File: config.mk
export PLATFORM = sky130hd
export DESIGN_NAME = gpu_rect_fill_flat
export DESIGN_NICKNAME = d
export VERILOG_FILES = /design/src/rtl/gpu_rect_fill_pkg.sv /design/src/rtl/gpu_rect_fill_if.sv /design/src/rtl/gpu_rect_walker.sv /design/src/rtl/gpu_rect_fill.sv /design/src/flat_wrapper.sv
export SDC_FILE = /design/constraint.sdc
export NUM_CORES = 1
export LEC_CHECK = 0
export CAP_MARGIN = 20
export CORE_ASPECT_RATIO = 0.7
export CORE_MARGIN = 2
export CORE_UTILIZATION = 55
export CTS_BUF_LIST = sky130_fd_sc_hd__clkbuf_16
export CTS_CLUSTER_DIAMETER = 200
export DETAILED_ROUTE_END_ITERATION = 8
export PLACE_DENSITY = 0.93
export SETUP_SLACK_MARGIN = 0.1
export SLEW_MARGIN = 20
export SYNTH_ARGS = -nofsm -noshare
export SYNTH_HDL_FRONTEND = slang
export SYNTH_HIERARCHICAL = 1
export SYNTH_SLANG_ARGS = --single-unit
export TNS_END_PERCENT = 100
File: constraint.sdc
create_clock -name clk -period 5.8 [get_ports clk]
set_input_delay 1.16 -clock clk [delete_from_list [all_inputs] [get_ports clk]]
set_output_delay 1.16 -clock clk [all_outputs]
set_load 0.01 [all_outputs]
File: src/rtl/gpu_rect_fill_pkg.sv
// Shared definitions for the rectangle-fill engine.
//   - register byte offsets inside the slave register window
//   - fill state encoding
//   - framebuffer word stride
//   - clip_len(): clip a span [pos, pos+len) against a screen dimension
package gpu_rect_fill_pkg;

  localparam logic [3:0] OFF_CTRL  = 4'h0;
  localparam logic [3:0] OFF_DST   = 4'h4;
  localparam logic [3:0] OFF_SIZE  = 4'h8;
  localparam logic [3:0] OFF_COLOR = 4'hC;

  localparam int unsigned FB_STRIDE = 4;

  typedef enum logic [1:0] {
    ST_IDLE,
    ST_SETUP,
    ST_RUN,
    ST_DRAIN
  } fill_state_e;

  // Visible length of a span starting at pos with length len on an axis of lim pixels.
  function automatic logic [15:0] clip_len(input logic [15:0] pos, input logic [15:0] len,
                                           input int unsigned lim);
    logic [31:0] rem;
    if (32'(pos) >= lim) return '0;
    rem = lim - 32'(pos);
    return (32'(len) < rem) ? len : rem[15:0];
  endfunction

endpackage

File: src/rtl/gpu_rect_fill_if.sv
// Single-word ICB bus (command + response channel).
//   master modport: drives cmd_*, rsp_rdy; receives cmd_rdy, rsp_*
//   slave  modport: the mirror image
interface gpu_rect_fill_if;
  logic        cmd_vld;
  logic        cmd_rdy;
  logic [31:0] cmd_addr;
  logic        cmd_read;
  logic [31:0] cmd_wdata;
  logic [3:0]  cmd_wmask;
  logic        rsp_vld;
  logic        rsp_rdy;
  logic [31:0] rsp_rdata;
  logic        rsp_err;

  modport master (
    output cmd_vld, cmd_addr, cmd_read, cmd_wdata, cmd_wmask, rsp_rdy,
    input  cmd_rdy, rsp_vld, rsp_rdata, rsp_err
  );

  modport slave (
    input  cmd_vld, cmd_addr, cmd_read, cmd_wdata, cmd_wmask, rsp_rdy,
    output cmd_rdy, rsp_vld, rsp_rdata, rsp_err
  );
endinterface

File: src/rtl/gpu_rect_walker.sv
// Walks a clipped rectangle in raster order and produces pixel word addresses.
//   clk, rst      clock, synchronous active-high reset
//   load          latch origin (x,y) and clipped size (cw,ch), restart at pixel 0
//   advance       step to the next pixel
//   x, y, cw, ch  origin and clipped width/height (sampled on load)
//   addr          framebuffer word address of the current pixel
//   last          current pixel is the final one of the rectangle
module gpu_rect_walker
  import gpu_rect_fill_pkg::*;
#(
  parameter int unsigned SCR_W   = 640,
  parameter logic [31:0] FB_BASE = 32'ha1000000
) (
  input  logic        clk,
  input  logic        rst,
  input  logic        load,
  input  logic        advance,
  input  logic [15:0] x,
  input  logic [15:0] y,
  input  logic [15:0] cw,
  input  logic [15:0] ch,
  output logic [31:0] addr,
  output logic        last
);

  logic [15:0] col, row, cw_r, ch_r;
  logic [31:0] row_addr;
  logic        col_end;

  assign col_end = (col == cw_r - 16'd1);
  assign last    = col_end && (row == ch_r - 16'd1);
  assign addr    = row_addr + 32'(FB_STRIDE) * 32'(col);

  always_ff @(posedge clk) begin
    if (rst) begin
      col      <= '0;
      row      <= '0;
      cw_r     <= '0;
      ch_r     <= '0;
      row_addr <= '0;
    end else if (load) begin
      col      <= '0;
      row      <= '0;
      cw_r     <= cw;
      ch_r     <= ch;
      row_addr <= FB_BASE + 32'(FB_STRIDE) * (32'(y) * 32'(SCR_W) + 32'(x));
    end else if (advance) begin
      if (col_end) begin
        // Row start advances by one screen line instead of recomputing y*SCR_W.
        col      <= '0;
        row      <= row + 16'd1;
        row_addr <= row_addr + 32'(FB_STRIDE * SCR_W);
      end else begin
        col <= col + 16'd1;
      end
    end
  end

endmodule

File: src/rtl/gpu_rect_fill.sv
// Rectangle-fill engine: CPU programs DST/SIZE/COLOR over an ICB slave window,
// writes START, and the engine streams clipped single-pixel writes into the
// framebuffer over an ICB master port.
//   clk, rst  clock, synchronous active-high reset
//   s_icb     slave register window (CTRL/DST/SIZE/COLOR at REG_BASE)
//   m_icb     master write stream to FB_BASE + 4*pixel index
//   done      one-cycle pulse when a fill completes
`ifndef SCREEN_W
`define SCREEN_W 640
`endif
`ifndef SCREEN_H
`define SCREEN_H 480
`endif

module gpu_rect_fill
  import gpu_rect_fill_pkg::*;
#(
  parameter int unsigned SCR_W    = `SCREEN_W,
  parameter int unsigned SCR_H    = `SCREEN_H,
  parameter logic [31:0] REG_BASE = 32'ha0000200,
  parameter logic [31:0] FB_BASE  = 32'ha1000000,
  parameter int unsigned OUTST    = 4
) (
  input  logic            clk,
  input  logic            rst,
  gpu_rect_fill_if.slave  s_icb,
  gpu_rect_fill_if.master m_icb,
  output logic            done
);

  localparam int unsigned OW = $clog2(OUTST + 1);

  fill_state_e state, state_nx;

  logic [15:0]   dst_x, dst_y, size_w, size_h, clip_w, clip_h;
  logic [23:0]   color;
  logic          err, busy, start, done_nx;
  logic          s_hs, s_wr, reg_hit;
  logic [31:0]   rd_mux;
  logic [OW-1:0] outst;
  logic          m_vld, m_hs, rsp_live;
  logic          walk_load, walk_adv, walk_last;
  logic [31:0]   walk_addr;
  logic          unused_rdata;

  assign unused_rdata = ^m_icb.rsp_rdata;

  assign busy    = (state != ST_IDLE);
  assign reg_hit = (s_icb.cmd_addr[31:4] == REG_BASE[31:4]);
  assign s_hs    = s_icb.cmd_vld & s_icb.cmd_rdy;
  assign s_wr    = s_hs & ~s_icb.cmd_read & (s_icb.cmd_wmask == 4'hf) & reg_hit;
  assign start   = s_wr & (s_icb.cmd_addr[3:0] == OFF_CTRL) & s_icb.cmd_wdata[0] & ~busy;

  // Slave register window
  assign s_icb.cmd_rdy = ~s_icb.rsp_vld | s_icb.rsp_rdy;
  assign s_icb.rsp_err = 1'b0;

  always_ff @(posedge clk) begin
    if (rst) begin
      dst_x  <= '0;
      dst_y  <= '0;
      size_w <= '0;
      size_h <= '0;
      color  <= '0;
    end else if (s_wr && !busy) begin
      unique case (s_icb.cmd_addr[3:0])
        OFF_DST:   {dst_y, dst_x}   <= s_icb.cmd_wdata;
        OFF_SIZE:  {size_h, size_w} <= s_icb.cmd_wdata;
        OFF_COLOR: color            <= s_icb.cmd_wdata[23:0];
        default:   ;
      endcase
    end
  end

  always_comb begin
    rd_mux = '0;
    if (reg_hit) begin
      unique case (s_icb.cmd_addr[3:0])
        OFF_CTRL:  rd_mux = {30'd0, err, busy};
        OFF_DST:   rd_mux = {dst_y, dst_x};
        OFF_SIZE:  rd_mux = {size_h, size_w};
        OFF_COLOR: rd_mux = {8'd0, color};
        default:   rd_mux = '0;
      endcase
    end
  end

  always_ff @(posedge clk) begin
    if (rst) begin
      s_icb.rsp_vld   <= 1'b0;
      s_icb.rsp_rdata <= '0;
    end else if (s_hs) begin
      s_icb.rsp_vld   <= 1'b1;
      s_icb.rsp_rdata <= s_icb.cmd_read ? rd_mux : '0;
    end else if (s_icb.rsp_rdy) begin
      s_icb.rsp_vld   <= 1'b0;
    end
  end

  // Clipping (registers are frozen while busy, so this is stable through SETUP)
  assign clip_w = clip_len(dst_x, size_w, SCR_W);
  assign clip_h = clip_len(dst_y, size_h, SCR_H);

  gpu_rect_walker #(
    .SCR_W   (SCR_W),
    .FB_BASE (FB_BASE)
  ) u_walker (
    .clk     (clk),
    .rst     (rst),
    .load    (walk_load),
    .advance (walk_adv),
    .x       (dst_x),
    .y       (dst_y),
    .cw      (clip_w),
    .ch      (clip_h),
    .addr    (walk_addr),
    .last    (walk_last)
  );

  // Master write stream
  assign m_vld              = (state == ST_RUN) && (32'(outst) < OUTST);
  assign m_hs               = m_vld & m_icb.cmd_rdy;
  // Responses with nothing outstanding belong to a fill cut short by reset.
  assign rsp_live           = m_icb.rsp_vld & (outst != '0);
  assign m_icb.cmd_vld      = m_vld;
  assign m_icb.cmd_addr     = walk_addr;
  assign m_icb.cmd_read     = 1'b0;
  assign m_icb.cmd_wdata    = {8'd0, color};
  assign m_icb.cmd_wmask    = 4'hf;
  assign m_icb.rsp_rdy      = 1'b1;

  always_ff @(posedge clk) begin
    if (rst) begin
      outst <= '0;
    end else if (m_hs && !rsp_live) begin
      outst <= outst + 1'b1;
    end else if (!m_hs && rsp_live) begin
      outst <= outst - 1'b1;
    end
  end

  always_ff @(posedge clk) begin
    if (rst) begin
      err <= 1'b0;
    end else if (state == ST_SETUP) begin
      err <= 1'b0;
    end else if (rsp_live && m_icb.rsp_err) begin
      err <= 1'b1;
    end
  end

  // Fill FSM
  always_ff @(posedge clk) begin
    if (rst) begin
      state <= ST_IDLE;
      done  <= 1'b0;
    end else begin
      state <= state_nx;
      done  <= done_nx;
    end
  end

  always_comb begin
    state_nx  = state;
    walk_load = 1'b0;
    walk_adv  = 1'b0;
    done_nx   = 1'b0;
    unique case (state)
      ST_IDLE: if (start) state_nx = ST_SETUP;
      ST_SETUP: begin
        walk_load = 1'b1;
        if (clip_w == '0 || clip_h == '0) begin
          state_nx = ST_IDLE;
          done_nx  = 1'b1;
        end else begin
          state_nx = ST_RUN;
        end
      end
      ST_RUN: begin
        if (m_hs) begin
          walk_adv = 1'b1;
          if (walk_last) state_nx = ST_DRAIN;
        end
      end
      ST_DRAIN: begin
        if (outst == '0) begin
          state_nx = ST_IDLE;
          done_nx  = 1'b1;
        end
      end
      default: state_nx = ST_IDLE;
    endcase
  end

endmodule
File: src/flat_wrapper.sv
// flat-port wrapper written by rule: the top's interface ports become plain ports
module gpu_rect_fill_flat import gpu_rect_fill_pkg::*;
#(
  parameter int unsigned SCR_W    = `SCREEN_W,
  parameter int unsigned SCR_H    = `SCREEN_H,
  parameter logic [31:0] REG_BASE = 32'ha0000200,
  parameter logic [31:0] FB_BASE  = 32'ha1000000,
  parameter int unsigned OUTST    = 4
)
  (clk, rst, done, s_icb_cmd_vld, s_icb_cmd_addr, s_icb_cmd_read, s_icb_cmd_wdata, s_icb_cmd_wmask, s_icb_rsp_rdy, s_icb_cmd_rdy, s_icb_rsp_vld, s_icb_rsp_rdata, s_icb_rsp_err, m_icb_cmd_vld, m_icb_cmd_addr, m_icb_cmd_read, m_icb_cmd_wdata, m_icb_cmd_wmask, m_icb_rsp_rdy, m_icb_cmd_rdy, m_icb_rsp_vld, m_icb_rsp_rdata, m_icb_rsp_err);
  gpu_rect_fill_if s_icb_i ();
  gpu_rect_fill_if m_icb_i ();
  input  logic clk;
  input  logic rst;
  output logic done;
  input wire logic [$bits(s_icb_i.cmd_vld)-1:0] s_icb_cmd_vld;
  input wire logic [$bits(s_icb_i.cmd_addr)-1:0] s_icb_cmd_addr;
  input wire logic [$bits(s_icb_i.cmd_read)-1:0] s_icb_cmd_read;
  input wire logic [$bits(s_icb_i.cmd_wdata)-1:0] s_icb_cmd_wdata;
  input wire logic [$bits(s_icb_i.cmd_wmask)-1:0] s_icb_cmd_wmask;
  input wire logic [$bits(s_icb_i.rsp_rdy)-1:0] s_icb_rsp_rdy;
  output wire logic [$bits(s_icb_i.cmd_rdy)-1:0] s_icb_cmd_rdy;
  output wire logic [$bits(s_icb_i.rsp_vld)-1:0] s_icb_rsp_vld;
  output wire logic [$bits(s_icb_i.rsp_rdata)-1:0] s_icb_rsp_rdata;
  output wire logic [$bits(s_icb_i.rsp_err)-1:0] s_icb_rsp_err;
  output wire logic [$bits(m_icb_i.cmd_vld)-1:0] m_icb_cmd_vld;
  output wire logic [$bits(m_icb_i.cmd_addr)-1:0] m_icb_cmd_addr;
  output wire logic [$bits(m_icb_i.cmd_read)-1:0] m_icb_cmd_read;
  output wire logic [$bits(m_icb_i.cmd_wdata)-1:0] m_icb_cmd_wdata;
  output wire logic [$bits(m_icb_i.cmd_wmask)-1:0] m_icb_cmd_wmask;
  output wire logic [$bits(m_icb_i.rsp_rdy)-1:0] m_icb_rsp_rdy;
  input wire logic [$bits(m_icb_i.cmd_rdy)-1:0] m_icb_cmd_rdy;
  input wire logic [$bits(m_icb_i.rsp_vld)-1:0] m_icb_rsp_vld;
  input wire logic [$bits(m_icb_i.rsp_rdata)-1:0] m_icb_rsp_rdata;
  input wire logic [$bits(m_icb_i.rsp_err)-1:0] m_icb_rsp_err;
  assign s_icb_i.cmd_vld = s_icb_cmd_vld;
  assign s_icb_i.cmd_addr = s_icb_cmd_addr;
  assign s_icb_i.cmd_read = s_icb_cmd_read;
  assign s_icb_i.cmd_wdata = s_icb_cmd_wdata;
  assign s_icb_i.cmd_wmask = s_icb_cmd_wmask;
  assign s_icb_i.rsp_rdy = s_icb_rsp_rdy;
  assign s_icb_cmd_rdy = s_icb_i.cmd_rdy;
  assign s_icb_rsp_vld = s_icb_i.rsp_vld;
  assign s_icb_rsp_rdata = s_icb_i.rsp_rdata;
  assign s_icb_rsp_err = s_icb_i.rsp_err;
  assign m_icb_cmd_vld = m_icb_i.cmd_vld;
  assign m_icb_cmd_addr = m_icb_i.cmd_addr;
  assign m_icb_cmd_read = m_icb_i.cmd_read;
  assign m_icb_cmd_wdata = m_icb_i.cmd_wdata;
  assign m_icb_cmd_wmask = m_icb_i.cmd_wmask;
  assign m_icb_rsp_rdy = m_icb_i.rsp_rdy;
  assign m_icb_i.cmd_rdy = m_icb_cmd_rdy;
  assign m_icb_i.rsp_vld = m_icb_rsp_vld;
  assign m_icb_i.rsp_rdata = m_icb_rsp_rdata;
  assign m_icb_i.rsp_err = m_icb_rsp_err;
  gpu_rect_fill #(.SCR_W(SCR_W), .SCR_H(SCR_H), .REG_BASE(REG_BASE), .FB_BASE(FB_BASE), .OUTST(OUTST)) u_core (.clk(clk), .rst(rst), .s_icb(s_icb_i), .m_icb(m_icb_i), .done(done));
endmodule
# Yosys cells after proc, flatten, opt, wreduce, memory -nomap -nowiden
# Cells that the tools add are included.
dict set report word_totals {
  reg_bits 224
  output_inout_bits 107
}
dict set report op_classes {
  n_mux 31
  reduce_logical 29
  bitwise 13
  addsub 12
  magnitude_cmp 5
  multipliers 1
  n_eq_ne 14
}
# op n
set op_table {}
lappend op_table {{32-bit 2-to-1 mux} 5}
lappend op_table {{32-bit one-hot mux with 4 select lines} 1}
lappend op_table {{16-bit 2-to-1 mux} 7}
lappend op_table {{16-bit by 32-bit less-than comparator with 1-bit output} 2}
lappend op_table {{16-bit by 1-bit adder with 16-bit output, second input constant} 2}
lappend op_table {{32-bit by 12-bit adder with 32-bit output, second input constant} 1}
lappend op_table {{32-bit by 18-bit adder with 32-bit output} 1}
lappend op_table {{32-bit by 29-bit adder with 32-bit output, first input constant} 1}
lappend op_table {{16-bit == test} 2}
lappend op_table {{16-bit zero test} 2}
lappend op_table {{16-bit by 1-bit subtractor with 16-bit output, second input constant} 2}
lappend op_table {{28-bit == test, second input constant} 1}
lappend op_table {{26-bit by 16-bit adder with 27-bit output} 1}
lappend op_table {{16-bit by 3-bit multiplier with 19-bit output, second input constant} 1}
lappend op_table {{10-bit by 16-bit subtractor with 17-bit output, first input constant} 1}
lappend op_table {{9-bit by 16-bit subtractor with 17-bit output, first input constant} 1}
lappend op_table {{16-bit by 10-bit greater-or-equal comparator with 1-bit output, second input constant} 1}
lappend op_table {{16-bit by 9-bit greater-or-equal comparator with 1-bit output, second input constant} 1}
lappend op_table {{4-bit == test, second input constant} 3}
lappend op_table {{2-bit 2-to-1 mux} 5}
lappend op_table {{2-bit AND reduction} 5}
lappend op_table {{2-bit nonzero test} 5}
lappend op_table {{1-bit bitwise AND} 9}
lappend op_table {{1-bit 2-to-1 mux} 9}
lappend op_table {{22 further kinds} 36}

# Logic depth before layout (Yosys ltp)
# Gate-level depths: netlist (run 1).
dict set report depth {
  depth_word 11
  depth_mapped 19
}

# Cells and area by module
# The synthesis (run 1) kept the hierarchy.
# mod instances cells_each seq_area_each_um2 area_each_um2
set modules_own_cells {}
lappend modules_own_cells {gpu_rect_walker 1 894 1881.8 7383.3}
lappend modules_own_cells {gpu_rect_fill 1 890 2562.5 7209.4}

# Worst setup path before layout (run 1)
# No wires, ideal clock.
dict set report synth_path {
  path_type {reg-to-reg}
  start {register u_core.dst_y[2]}
  end {register u_core.u_walker.row_addr[26]}
  path_slack_ps 2036
  setup_time_ps 82
  path_stages_with_launch 17
  t_arrival_ps 3682
  path_buffers 1
  required_time_ps 5718
  cell_sequence {dfxtp_1 > ha_1 > ha_1 > a211oi_1 > o21bai_1 > a21oi_1 > xnor2_1 > ha_1 > a21o_1 > nor4_1 > or3_1 > clkbuf_1 > o21bai_1 > o21a_1 > ha_1 > or3_1 > o221ai_1}
}
dict set report synth_via {
  elab_chain_len 4
}
# element line_no
set synth_lines {}
lappend synth_lines {{start, declared} gpu_rect_fill.sv:35} ;# logic [15:0] dst_x, dst_y, size_w, size_h, clip_w, clip_h;
lappend synth_lines {{start signal, assigned} gpu_rect_fill.sv:67} ;# OFF_DST: {dst_y, dst_x} <= s_icb.cmd_wdata;
lappend synth_lines {{16-bit by 3-bit multiplier with 19-bit output} gpu_rect_walker.sv:46} ;# row_addr <= FB_BASE + 32'(FB_STRIDE) * (32'(y) * 32'(SCR_W) + 32'(x));
lappend synth_lines {{26-bit by 16-bit adder with 27-bit output} gpu_rect_walker.sv:46}
lappend synth_lines {{32-bit by 29-bit adder with 32-bit output} gpu_rect_walker.sv:46}
lappend synth_lines {{32-bit 2-to-1 mux} gpu_rect_walker.sv:41} ;# end else if (load) begin
lappend synth_lines {{end signal, assigned} gpu_rect_walker.sv:46}
lappend synth_lines {{end signal, assigned} gpu_rect_walker.sv:52} ;# row_addr <= row_addr + 32'(FB_STRIDE * SCR_W);
lappend synth_lines {{end, declared} gpu_rect_walker.sv:27} ;# logic [31:0] row_addr;
# Every way passes these cells.
# A chain may end at the register's enable or synchronous reset.

# Worst setup path after layout (run 1)
dict set report layout_path {
  start {register u_core.u_walker.col[0]}
  end {output m_icb_cmd_addr[22]}
}
dict set report layout_via {
  elab_chain_len 1
}
# element line_no
set layout_lines {}
lappend layout_lines {{start, declared} gpu_rect_walker.sv:26} ;# logic [15:0] col, row, cw_r, ch_r;
lappend layout_lines {{start signal, assigned} gpu_rect_walker.sv:54} ;# col <= col + 16'd1;
lappend layout_lines {{32-bit by 18-bit adder with 32-bit output} gpu_rect_walker.sv:32} ;# assign addr = row_addr + 32'(FB_STRIDE) * 32'(col);
lappend layout_lines {{end, declared} flat_wrapper.sv:27} ;# output wire logic [$bits(m_icb_i.cmd_addr)-1:0] m_icb_cmd_addr;
# Every way passes these cells.

==> impl_metrics.json, run 1 <==
{
  "async_flop_share_pct": 0,
  "p_per_area_mw_per_mm2": 188.5,
  "hold_viol_final": 0,
  "ys_warn_count": 6,
  "ant_nets": 0,
  "slew_headroom_pct": 39.06,
  "num_io_pins": 215,
  "crit_path_start_kind": "flip-flop",
  "start_util_pct": 56.40,
  "pre_cts_ws_ps": 1153,
  "syn_area_per_cell_um2": 8.180,
  "final_cell_area_mm2": 0.01713,
  "slowest_stage": "o211ai_1",
  "switching_share_pct": 22.36,
  "power.leakage_nw": 6.928,
  "rsz0062_at_grt": "no",
  "status": "finished clean",
  "ctsHoldBuffers": 0,
  "io_buffers": 165,
  "synth-xor-area-share_pct": 9.603,
  "numCtsBuffers": 22,
  "seqPwrFrac_pct": 47.8,
  "max_cap_viol_count": 0,
  "dr.first_iter.drc_count": 1344,
  "critPathMaxStageDelay_ps": 620,
  "htreeDepth": 1,
  "setup-tns-final_ps": 0,
  "wire_per_inst_um": 18.84,
  "setup_violations": 0,
  "max-clock-path-buffers": 3,
  "power_switching_mw": 0.7222,
  "numClockSinks": 222,
  "endpoint_kind": "output port",
  "grt_usage_pct": 29.58,
  "drive_above_1_share_pct": 5.170,
  "min_path_type": "reg -> reg",
  "synthSimpleGateAreaFrac_pct": 23.64,
  "fill_cells": 2012,
  "syn_to_final_growth_pct": 17.41,
  "dp_hpwl_um": 31710,
  "yosysSeqAreaShare_pct": 30.46,
  "path_class": "reg -> out",
  "cts_tree": "built",
  "gp_congestion": 0.9781,
  "peakVddDrop_v": 0.0001905,
  "die_height_um": 140.3,
  "cp.required_ps": 4640,
  "antenna_found_initial": 1,
  "viasPerCell": 6.213,
  "postCtsSetupBuffers": 0,
  "synth_mux_area_share_pct": 7.571,
  "clock_skew_ps": 6.389,
  "min_period_ps": 5266,
  "n_antenna_cell": 0,
  "holdWs_ps": 481.1,
  "p_comb_share_pct": 5.6,
  "path_clk_slew_ps": 60,
  "final_net_count": 2106,
  "maxSlewViolCount": 0,
  "synth_top_family_by_area": "simple AND/OR/NAND/NOR gates",
  "dieArea_mm2": 0.02787,
  "synth_compound_gate_area_share_pct": 15.44,
  "clk_latency_ps": 510,
  "grt_max_degree": 70,
  "grt_pass1_vias": 13710,
  "place_area_mm2": 0.01638,
  "fin_ws_ps": 534.3,
  "coreArea_mm2": 0.02587,
  "overflow": 0,
  "clockPowerShare_pct": 46.5,
  "rows": 49,
  "synthesis.area_mm2": 0.01459,
  "fp.dieW_um": 198.7,
  "worst_slew_pin_slew_ps": 908.0,
  "synthAdderAreaFrac_pct": 8.523,
  "grt_pass1_wl_um": 67790,
  "yosysUniqueCellTypes": 83,
  "crit_chain": "ha_1 -> inv_1 -> fa_1 -> nor2b_1 -> o21ai_0 -> nand2b_1 -> a21o_1 -> a31o_2 -> a221oi_1 -> o211ai_1 -> nand4_1 -> xnor2_1 -> clkdlybuf4s50_1",
  "drc": 0,
  "ys.flop_type": "dfxtp_1",
  "cp.arrival_ps": 4110,
  "internal_power_mw": 2.507,
  "cts.repair.resized": 0,
  "fin_crit_sh_pct": 90.79,
  "ys_seq_elements": 222,
  "fmaxAchievable_mhz": 189.9,
  "final_core_util_pct": 66.22,
  "drt-total-wl_um": 42810,
  "critPathMaxFanout": 7,
  "netlist_instances": 1784,
  "drt_first_pass_iters": 8,
  "num_vias": 14120,
  "synth_edf_count": 0,
  "clockRootBuffer": "clkbuf_16"
}
[flip-flops by register name, indices dropped and copies added, names as in the netlist]
name	flops
u_core/size_h	16
u_core/dst_y	16
u_core/outst	3
u_core/u_walker/cw_r	16
u_core/s_icb.rsp_rdata	32
u_core/color	24
u_core/err	1
u_core/u_walker/ch_r	16
u_core/u_walker/row	16
u_core/u_walker/row_addr	30
u_core/done	1
u_core/size_w	16
u_core/s_icb.rsp_vld	1
u_core/dst_x	16
u_core/u_walker/col	16
u_core/state	2
[metrics by stage]
stage	total power [mW]	instances
2_1_floorplan	1.674	1798
3_3_place_gp	1.745	2234
3_5_place_dp	1.753	2234
4_1_cts	3.235	2272
5_1_grt	3.318	2272
6_report	3.229	2272
[power groups by stage]
stage	clock (mW)	sequential (mW)	combinational (mW)
floorplan	0	1.58	0.0971
global placement	0	1.58	0.167
detailed placement	0	1.58	0.174
CTS	1.51	1.54	0.176
global route	1.58	1.55	0.195
finish	1.50	1.55	0.181
[cells in the mapped netlist, types with 7 or more instances]
cell type	instances	area, um^2
a211oi_1	19	142.6
a21o_1	17	127.6
a21oi_1	120	600.6
a22o_1	30	262.8
a22oi_1	31	232.7
and2_1	18	112.6
and3_1	23	143.9
buf_1	7	26.28
buf_2	16	80.08
buf_4	21	157.7
clkbuf_1	56	210.2
dfxtp_1	222	4444
ha_1	93	1164
inv_1	50	187.7
mux2_2	20	225.2
mux2i_1	82	820.8
nand2_1	209	784.5
nand2b_1	14	87.58
nand3_1	53	265.3
nand4_1	39	244.0
nor2_1	198	743.2
nor2b_1	18	112.6
nor3_1	31	155.2
nor4_1	32	200.2
o211ai_1	7	52.55
o21a_1	7	52.55
o21ai_0	42	210.2
or3_1	20	125.1
or4_1	10	75.07
xnor2_1	84	735.7
xor2_1	76	665.6
[kinds of logic after synthesis]
logic type,Yosys count
AO/OA/AOI/OAI,340
XOR/XNOR,160
adder cells (fa/ha/maj),97
buffers and inverters,152
flip-flops,222
multiplexers,105
other,3
AND/OR/NAND/NOR,705
[worst max-delay path: cells and delay by family, from the launching register on]
family                     cells  cell delay, ps
AOI/OAI and AO/OA              5            1140
adders and majority gates      2             630
buffers and inverters          2             630
DFF                            1             480
and+or+nand+nor                3             460
xor gates and xnor gates       1             240
[per-layer routing]
| layer | track usage (%) | up-vias | wire length (um) | share of wire (%) |
|---|---|---|---|---|
| met2 | 49.63 | 686 | 20070 | 47 |
| li1 | - | 6562 | - | - |
| met4 | 9.387 | 2 | 1320 | 3.1 |
| met5 | 0 | - | 13 | 0.030 |
| met1 | 39.19 | 6728 | 17820 | 42 |
| met3 | 4.382 | 138 | 3586 | 8.4 |
[cells in the final DEF, fill, tap and decap left out, drive strengths merged, types with 39 or more instances in the layout]
master and n:
a21oi 120, clkdlybuf4s50 164, dfxtp 222, ha 93, inv 53, mux2i 83
nand2 209, nand3 55, nand4 39, nor2 198, o21ai 46, xnor2 84
xor2 76
[final timing paths]
path	startpoint	to	slack, ps	cells past startpoint
worst min register to register	u_core/s_icb.rsp_rdata[0]$_SDFFE_PP0P_	u_core/s_icb.rsp_rdata[0]$_SDFFE_PP0P_	480	2
worst min-delay path	u_core/s_icb.rsp_rdata[0]$_SDFFE_PP0P_	u_core/s_icb.rsp_rdata[0]$_SDFFE_PP0P_	480	2
worst max-delay path	u_core/u_walker/col[0]$_SDFFE_PP0P_	m_icb_cmd_addr[22]	530	13
worst max register to register	u_core/dst_x[0]$_SDFFE_PP0P_	u_core/u_walker/cw_r[13]$_SDFFE_PP0P_	1350	15
[layout make-up]
class,instances,area (um^2),area share (%)
flip-flops and latches,222,4444,25.94
clock buffers,23,575.6,3.359
repair buffers,181,1769,10.33
inverters,50,187.7,1.095
well taps,357,446.7,2.607
multi-input cells,1424,9538,55.67
clock inverters,15,171.4,1.001
(Power assumes the default switching activity.)
==> run 2: changes to the inputs <==
Settings changed: CTS_BUF_LIST sky130_fd_sc_hd__clkbuf_16 to default, SYNTH_HIERARCHICAL 1 to default.
==> impl_metrics.json, run 2 <==
{
  "place_area_mm2": 0.01599,
  "synth_edf_count": 0,
  "dr.first_iter.drc_count": 1635,
  "htreeDepth": 1,
  "syn_area_per_cell_um2": 7.956,
  "final_net_count": 2102,
  "wire_per_inst_um": 19.21,
  "ant_nets": 0,
  "numCtsBuffers": 23,
  "yosysSeqAreaShare_pct": 31.26,
  "met2_usage_pct": 47.72,
  "status": "finished clean",
  "rows": 49,
  "largest_reg_flops": 32,
  "cts_tree": "built",
  "ys_warn_count": 0,
  "fp.dieW_um": 196.2,
  "min_period_ps": 5276,
  "max_cap_viol_count": 0,
  "holdWs_ps": 463.2,
  "synthesis.area_mm2": 0.01422,
  "multiInputGateArea_mm2": 0.009159,
  "yosys-top-cells-count": "nand2_1 (274), dfxtp_1 (222), nor2_1 (180), a21oi_1 (154), xnor2_1 (97)",
  "peakVddDrop_v": 0.0002084,
  "clk_latency_ps": 530,
  "async_flop_share_pct": 0,
  "fin_crit_sh_pct": 90.97,
  "gp_congestion": 0.9082,
  "final_common_cell": "nand2_1",
  "num_vias": 14100,
  "slew_headroom_pct": 24.87,
  "top_register": "u_core.s_icb.rsp_rdata",
  "top_usage_layer": "met2",
  "rsz0062_at_grt": "no",
  "p_per_area_mw_per_mm2": 185.3,
  "crit_path_start_kind": "flip-flop",
  "ys.flop_type": "dfxtp_1",
  "yosysTopAreaCellShare_pct": 31.26,
  "drt-total-wl_um": 43100,
  "postCtsSetupBuffers": 0,
  "worst_slew_pin_slew_ps": 1127,
  "final_cell_area_mm2": 0.01672,
  "syn_to_final_growth_pct": 17.57,
  "critPathMaxFanout": 7,
  "coreArea_mm2": 0.02557,
  "dp_hpwl_um": 31680,
  "ys_seq_elements": 222,
  "io_buffers": 165,
  "min_path_type": "reg -> reg",
  "grt_max_degree": 97,
  "final_cell_mix": "nand2_1 (273), dfxtp_1 (222), nor2_1 (180), clkdlybuf4s50_1 (164), a21oi_1 (154)",
  "setup-tns-final_ps": 0,
  "synth_area_leader_cell": "dfxtp_1",
  "reg_top3": "u_core.s_icb.rsp_rdata (32), u_core.u_walker.row_addr (30), u_core.color (24)",
  "endpoint_kind": "output port",
  "yosysMostFrequentCell": "nand2_1",
  "die_height_um": 138.5,
  "total_power_mw": 3.098,
  "met3_usage_pct": 5.465,
  "drc": 0,
  "final_core_util_pct": 65.38,
  "netlist_instances": 1787,
  "overflow": 0,
  "path_clk_slew_ps": 60,
  "drive_above_1_share_pct": 6.172,
  "seq_area_mm2": 0.004444,
  "fmaxAchievable_mhz": 189.5,
  "grt_pass1_wl_um": 68900,
  "grt_usage_pct": 30.87,
  "numClockSinks": 222,
  "power.leakage_nw": 6.573,
  "drt_first_pass_iters": 6,
  "use_met1_pct": 44.30,
  "hold_viol_final": 0,
  "maxSlewViolCount": 0,
  "yosysUniqueCellTypes": 82,
  "cp.arrival_ps": 4120,
  "clock_skew_ps": 22.54,
  "viasPerCell": 6.287,
  "dieArea_mm2": 0.02717,
  "clockRootBuffer": "clkbuf_16",
  "cp.required_ps": 4640,
  "fill_cells": 1977,
  "num_io_pins": 215,
  "path_class": "reg -> out",
  "n_antenna_cell": 0,
  "max-clock-path-buffers": 3,
  "ys_top_cells_by_area": "dfxtp_1 (31%), ha_1 (8.1%), nand2_1 (7.2%)",
  "start_util_pct": 55.61,
  "grt_pass1_vias": 13370,
  "antenna_found_initial": 0,
  "setup_violations": 0
}
[run 2: changes by cell type after synthesis, sizes merged, moves of 9 or more]
cell    delta
mux2      +14
o21ai     +10
nand2     +65
clkbuf    +29
a22oi     +31
xor2      -13
and2      -12
and3       -9
nor2      -18
mux2i     -71
a21oi     +35
nand3     -20
buf       -20
xnor2     +14
[run 2: area by class of cell]
cell class / instances / share of cell area [%]
Clock buffer: 30 / 3.720
Clock inverter: 9 / 0.5838
Inverter: 52 / 1.168
Multi-Input combinational cell: 1417 / 54.79
Sequential cell: 222 / 26.59
Tap cell: 331 / 2.478
Timing Repair Buffer: 182 / 10.67
[run 2: cell families after synthesis]
group,count (synthesis),share of synthesized area (%)
buffers and inverters,163,4.902
flip-flops,222,31.26
adder cells (fa/ha/maj),96,8.660
multiplexers,48,3.855
AO/OA/AOI/OAI,419,19.23
AND/OR/NAND/NOR,676,22.07
other,2,0.05282
XOR/XNOR,161,9.971
[run 2: metrics by stage]
step / instances / worst slack (ps)
4_1_cts: 2243 / 140.8
3_5_place_dp: 2204 / 702.9
6_report: 2243 / 523.6
3_3_place_gp: 2203 / 798.3
2_1_floorplan: 1802 / 1667
5_1_grt: 2243 / 175.2
[run 2: repair_timing]
| action | 4_1_cts | 5_1_grt |
|---|---|---|
| resized for setup | 0 | 4 |
| endpoints found under the setup margin | 0 | 6 |
| hold buffers | 0 | 0 |
[run 2: critical path, stage by stage, from the launching register on]
cell and delay (ps):
dfxtp_1 430, ha_1 210, inv_1 60, fa_1 410
nor2b_1 130, o21ai_0 110, a21boi_0 260, o21ai_0 160
a21boi_1 270, o21bai_1 130, a21boi_2 210, o21ai_2 160
nor4_1 350, xor2_1 170, clkdlybuf4s50_1 550
[run 2: where the power goes]
part / switching [mW] / total [mW] / leakage [nW] / internal, mW
combinational: 0.0723 / 0.127 / 4.43 / 0.0548
sequential: 0.000201 / 1.52 / 1.79 / 1.52
clock: 0.637 / 1.45 / 0.354 / 0.809
total: 0.710 / 3.10 / 6.57 / 2.39
[run 2: path summary, 6_finish.rpt]
kind / depth (start not counted) / startpoint / slack (ps) / endpoint
hold reg to reg: 2 / u_core.u_walker.row_addr[5]$_SDFFE_PP0P_ / 460 / u_core.u_walker.row_addr[5]$_SDFFE_PP0P_
hold / removal: 2 / u_core.u_walker.row_addr[5]$_SDFFE_PP0P_ / 460 / u_core.u_walker.row_addr[5]$_SDFFE_PP0P_
setup / recovery: 14 / u_core.u_walker.col[0]$_SDFFE_PP0P_ / 520 / m_icb_cmd_addr[28]
setup reg to reg: 15 / u_core.dst_x[2]$_SDFFE_PP0P_ / 1170 / u_core.done$_SDFF_PP0_
[run 2: per-layer routing]
layer  vias up  part of all wire [%]  routed length, um
li1       6490                     -                  -
met4         0                   2.7               1156
met5         -                     0                  0
met2       870                    43              18380
met1      6623                    44              18770
met3       118                    11               4798
==> run 3: changes to the inputs <==
Settings changed: CELL_PAD_IN_SITES_DETAIL_PLACEMENT from default to 0, CELL_PAD_IN_SITES_GLOBAL_PLACEMENT from default to 1, CORE_UTILIZATION 55 to 44, PLACE_DENSITY 0.93 to 0.95.
==> impl_metrics.json, run 3 (synthesis results as in run 2) <==
{
  "drc": 0,
  "postCtsSetupBuffers": 0,
  "clockRootBuffer": "clkbuf_16",
  "crit_chain": "ha_1 -> inv_1 -> fa_1 -> nor2b_1 -> o21ai_0 -> a21boi_0 -> o21ai_0 -> a21boi_1 -> o21bai_1 -> a21boi_2 -> o21ai_2 -> nor4_1 -> xor2_1 -> clkdlybuf4s50_1",
  "fp.dieW_um": 218.9,
  "dr.first_iter.drc_count": 1495,
  "numClockSinks": 222,
  "wire_per_inst_um": 18.10,
  "power_switching_mw": 0.7338,
  "setup-tns-final_ps": 0,
  "coreArea_mm2": 0.03207,
  "cts_tree": "built",
  "final_cell_mix": "nand2_1 (274), dfxtp_1 (222), nor2_1 (180), clkdlybuf4s50_1 (164), a21oi_1 (154)",
  "largest_reg_flops": 32,
  "fin_ws_ps": 515.3,
  "final_net_count": 2106,
  "peakVddDrop_v": 0.0002153,
  "clock_skew_ps": 33.54,
  "met3_usage_pct": 5.526,
  "cp.required_ps": 4640,
  "antenna_found_initial": 1,
  "total_power_mw": 3.290,
  "dp_hpwl_um": 31690,
  "hold_viol_final": 0,
  "post-place-cells": 2303,
  "min_period_ps": 5285,
  "maxSlewViolCount": 0,
  "overflow": 0,
  "worst_path_most_repeated_cell": "o21ai_0",
  "cts.repair.resized": 0,
  "final_common_cell": "nand2_1",
  "path_buf_inv": 2,
  "status": "finished clean",
  "grt_pass1_vias": 12530,
  "worst_slew_pin_slew_ps": 1088,
  "fmaxAchievable_mhz": 189.2,
  "p_comb_share_pct": 3.8,
  "drt-total-wl_um": 42480,
  "crit_family": "compound AO/OA/AOI/OAI gates",
  "min_path_type": "reg -> reg",
  "path_clk_slew_ps": 60,
  "clk_latency_ps": 560,
  "critPathMaxFanout": 7,
  "rows": 55,
  "final_cell_count_no_fill": 2347,
  "seqPwrFrac_pct": 46.4,
  "top_usage_layer": "met1",
  "slowest_stage": "clkdlybuf4s50_1",
  "numCtsBuffers": 24,
  "pre_cts_ws_ps": 717.6,
  "rsz0062_at_grt": "no",
  "syn_to_final_growth_pct": 19.48,
  "die_height_um": 154.4,
  "num_vias": 13530,
  "start_util_pct": 44.33,
  "grt_max_degree": 97,
  "holdWs_ps": 463.2,
  "clockPowerShare_pct": 49.9,
  "fin_crit_sh_pct": 91.12,
  "p_per_area_mw_per_mm2": 193.7,
  "num_io_pins": 215,
  "gp_congestion": 0.8691,
  "setup_violations": 0,
  "drt_first_pass_iters": 6,
  "met2_usage_pct": 35.79,
  "endpoint_kind": "output port",
  "n_antenna_cell": 0,
  "use_met1_pct": 37.84,
  "htreeDepth": 1,
  "top_register": "u_core.s_icb.rsp_rdata",
  "ctsHoldBuffers": 0,
  "viasPerCell": 5.765,
  "fill_cells": 3040,
  "internal_power_mw": 2.556,
  "grt_pass1_wl_um": 68110,
  "slew_headroom_pct": 27.50,
  "dieArea_mm2": 0.03379,
  "drive_above_1_share_pct": 6.667,
  "grt_usage_pct": 24.72,
  "critPathMaxStageDelay_ps": 550,
  "cp.arrival_ps": 4120,
  "path_class": "reg -> out",
  "crit_path_start_kind": "flip-flop",
  "ant_nets": 0,
  "io_buffers": 165,
  "max_cap_viol_count": 0,
  "max-clock-path-buffers": 3,
  "reg_top3": "u_core.s_icb.rsp_rdata (32), u_core.u_walker.row_addr (30), u_core.color (24)",
  "power.leakage_nw": 6.653,
  "switching_share_pct": 22.30
}
-- run 3: final timing paths --
kind | cells after the start | to | slack (ps) | start
setup / recovery | 14 | m_icb_cmd_addr[28] | 520 | u_core.u_walker.col[0]$_SDFFE_PP0P_
hold / removal | 2 | u_core.u_walker.row_addr[6]$_SDFFE_PP0P_ | 460 | u_core.u_walker.row_addr[6]$_SDFFE_PP0P_
setup reg to reg | 15 | u_core.done$_SDFF_PP0_ | 1200 | u_core.dst_x[2]$_SDFFE_PP0P_
hold reg to reg | 2 | u_core.u_walker.row_addr[6]$_SDFFE_PP0P_ | 460 | u_core.u_walker.row_addr[6]$_SDFFE_PP0P_
-- run 3: power by group through the flow --
stage	Sequential, mW	Clock [mW]	Combinational, mW
floorplan	1.56	0	0.0550
global placement	1.56	0	0.122
detailed placement	1.56	0	0.123
CTS	1.53	1.65	0.123
global route	1.52	1.72	0.132
finish	1.53	1.64	0.124
-- run 3: worst reg2reg max path: stages (launching register included) --
cell and delay [ps]:
dfxtp_1 460, or4_1 590, nor2_1 170, nand2_1 80, and2_1 180, o21ai_1 290
nand3_1 150, xnor2_1 150, ha_1 310, nand4_1 100, a211oi_1 180, nand2_1 100
a21oi_2 630, mux2i_1 200, or4_1 600, o2111a_1 270
-- run 3: routing by layer --
metal | wire length (um) | vias to the layer above | share of wire, %
met5 | 0 | - | 0
met4 | 442 | 0 | 1.0
met3 | 4281 | 28 | 10
met2 | 17370 | 566 | 41
met1 | 20380 | 6421 | 48
li1 | - | 6516 | -
-- run 3: metrics by stage --
stage,cell area (um^2),utilization (%)
2_1_floorplan,14270,-
3_3_place_gp,16120,50.27
3_5_place_dp,16120,50.27
4_1_cts,16980,52.95
5_1_grt,16990,52.97
6_report,16990,52.97
-- run 3: final cells by class --
cell class / count / area, um^2 / area share [%]
timing repair buffer: 185 / 1799 / 10.59
inverter: 52 / 195.2 / 1.149
sequential: 222 / 4444 / 26.16
clock inverter: 12 / 166.4 / 0.9797
multi-input combinational: 1417 / 9156 / 53.90
tap: 427 / 534.3 / 3.145
clock buffer: 32 / 690.7 / 4.066
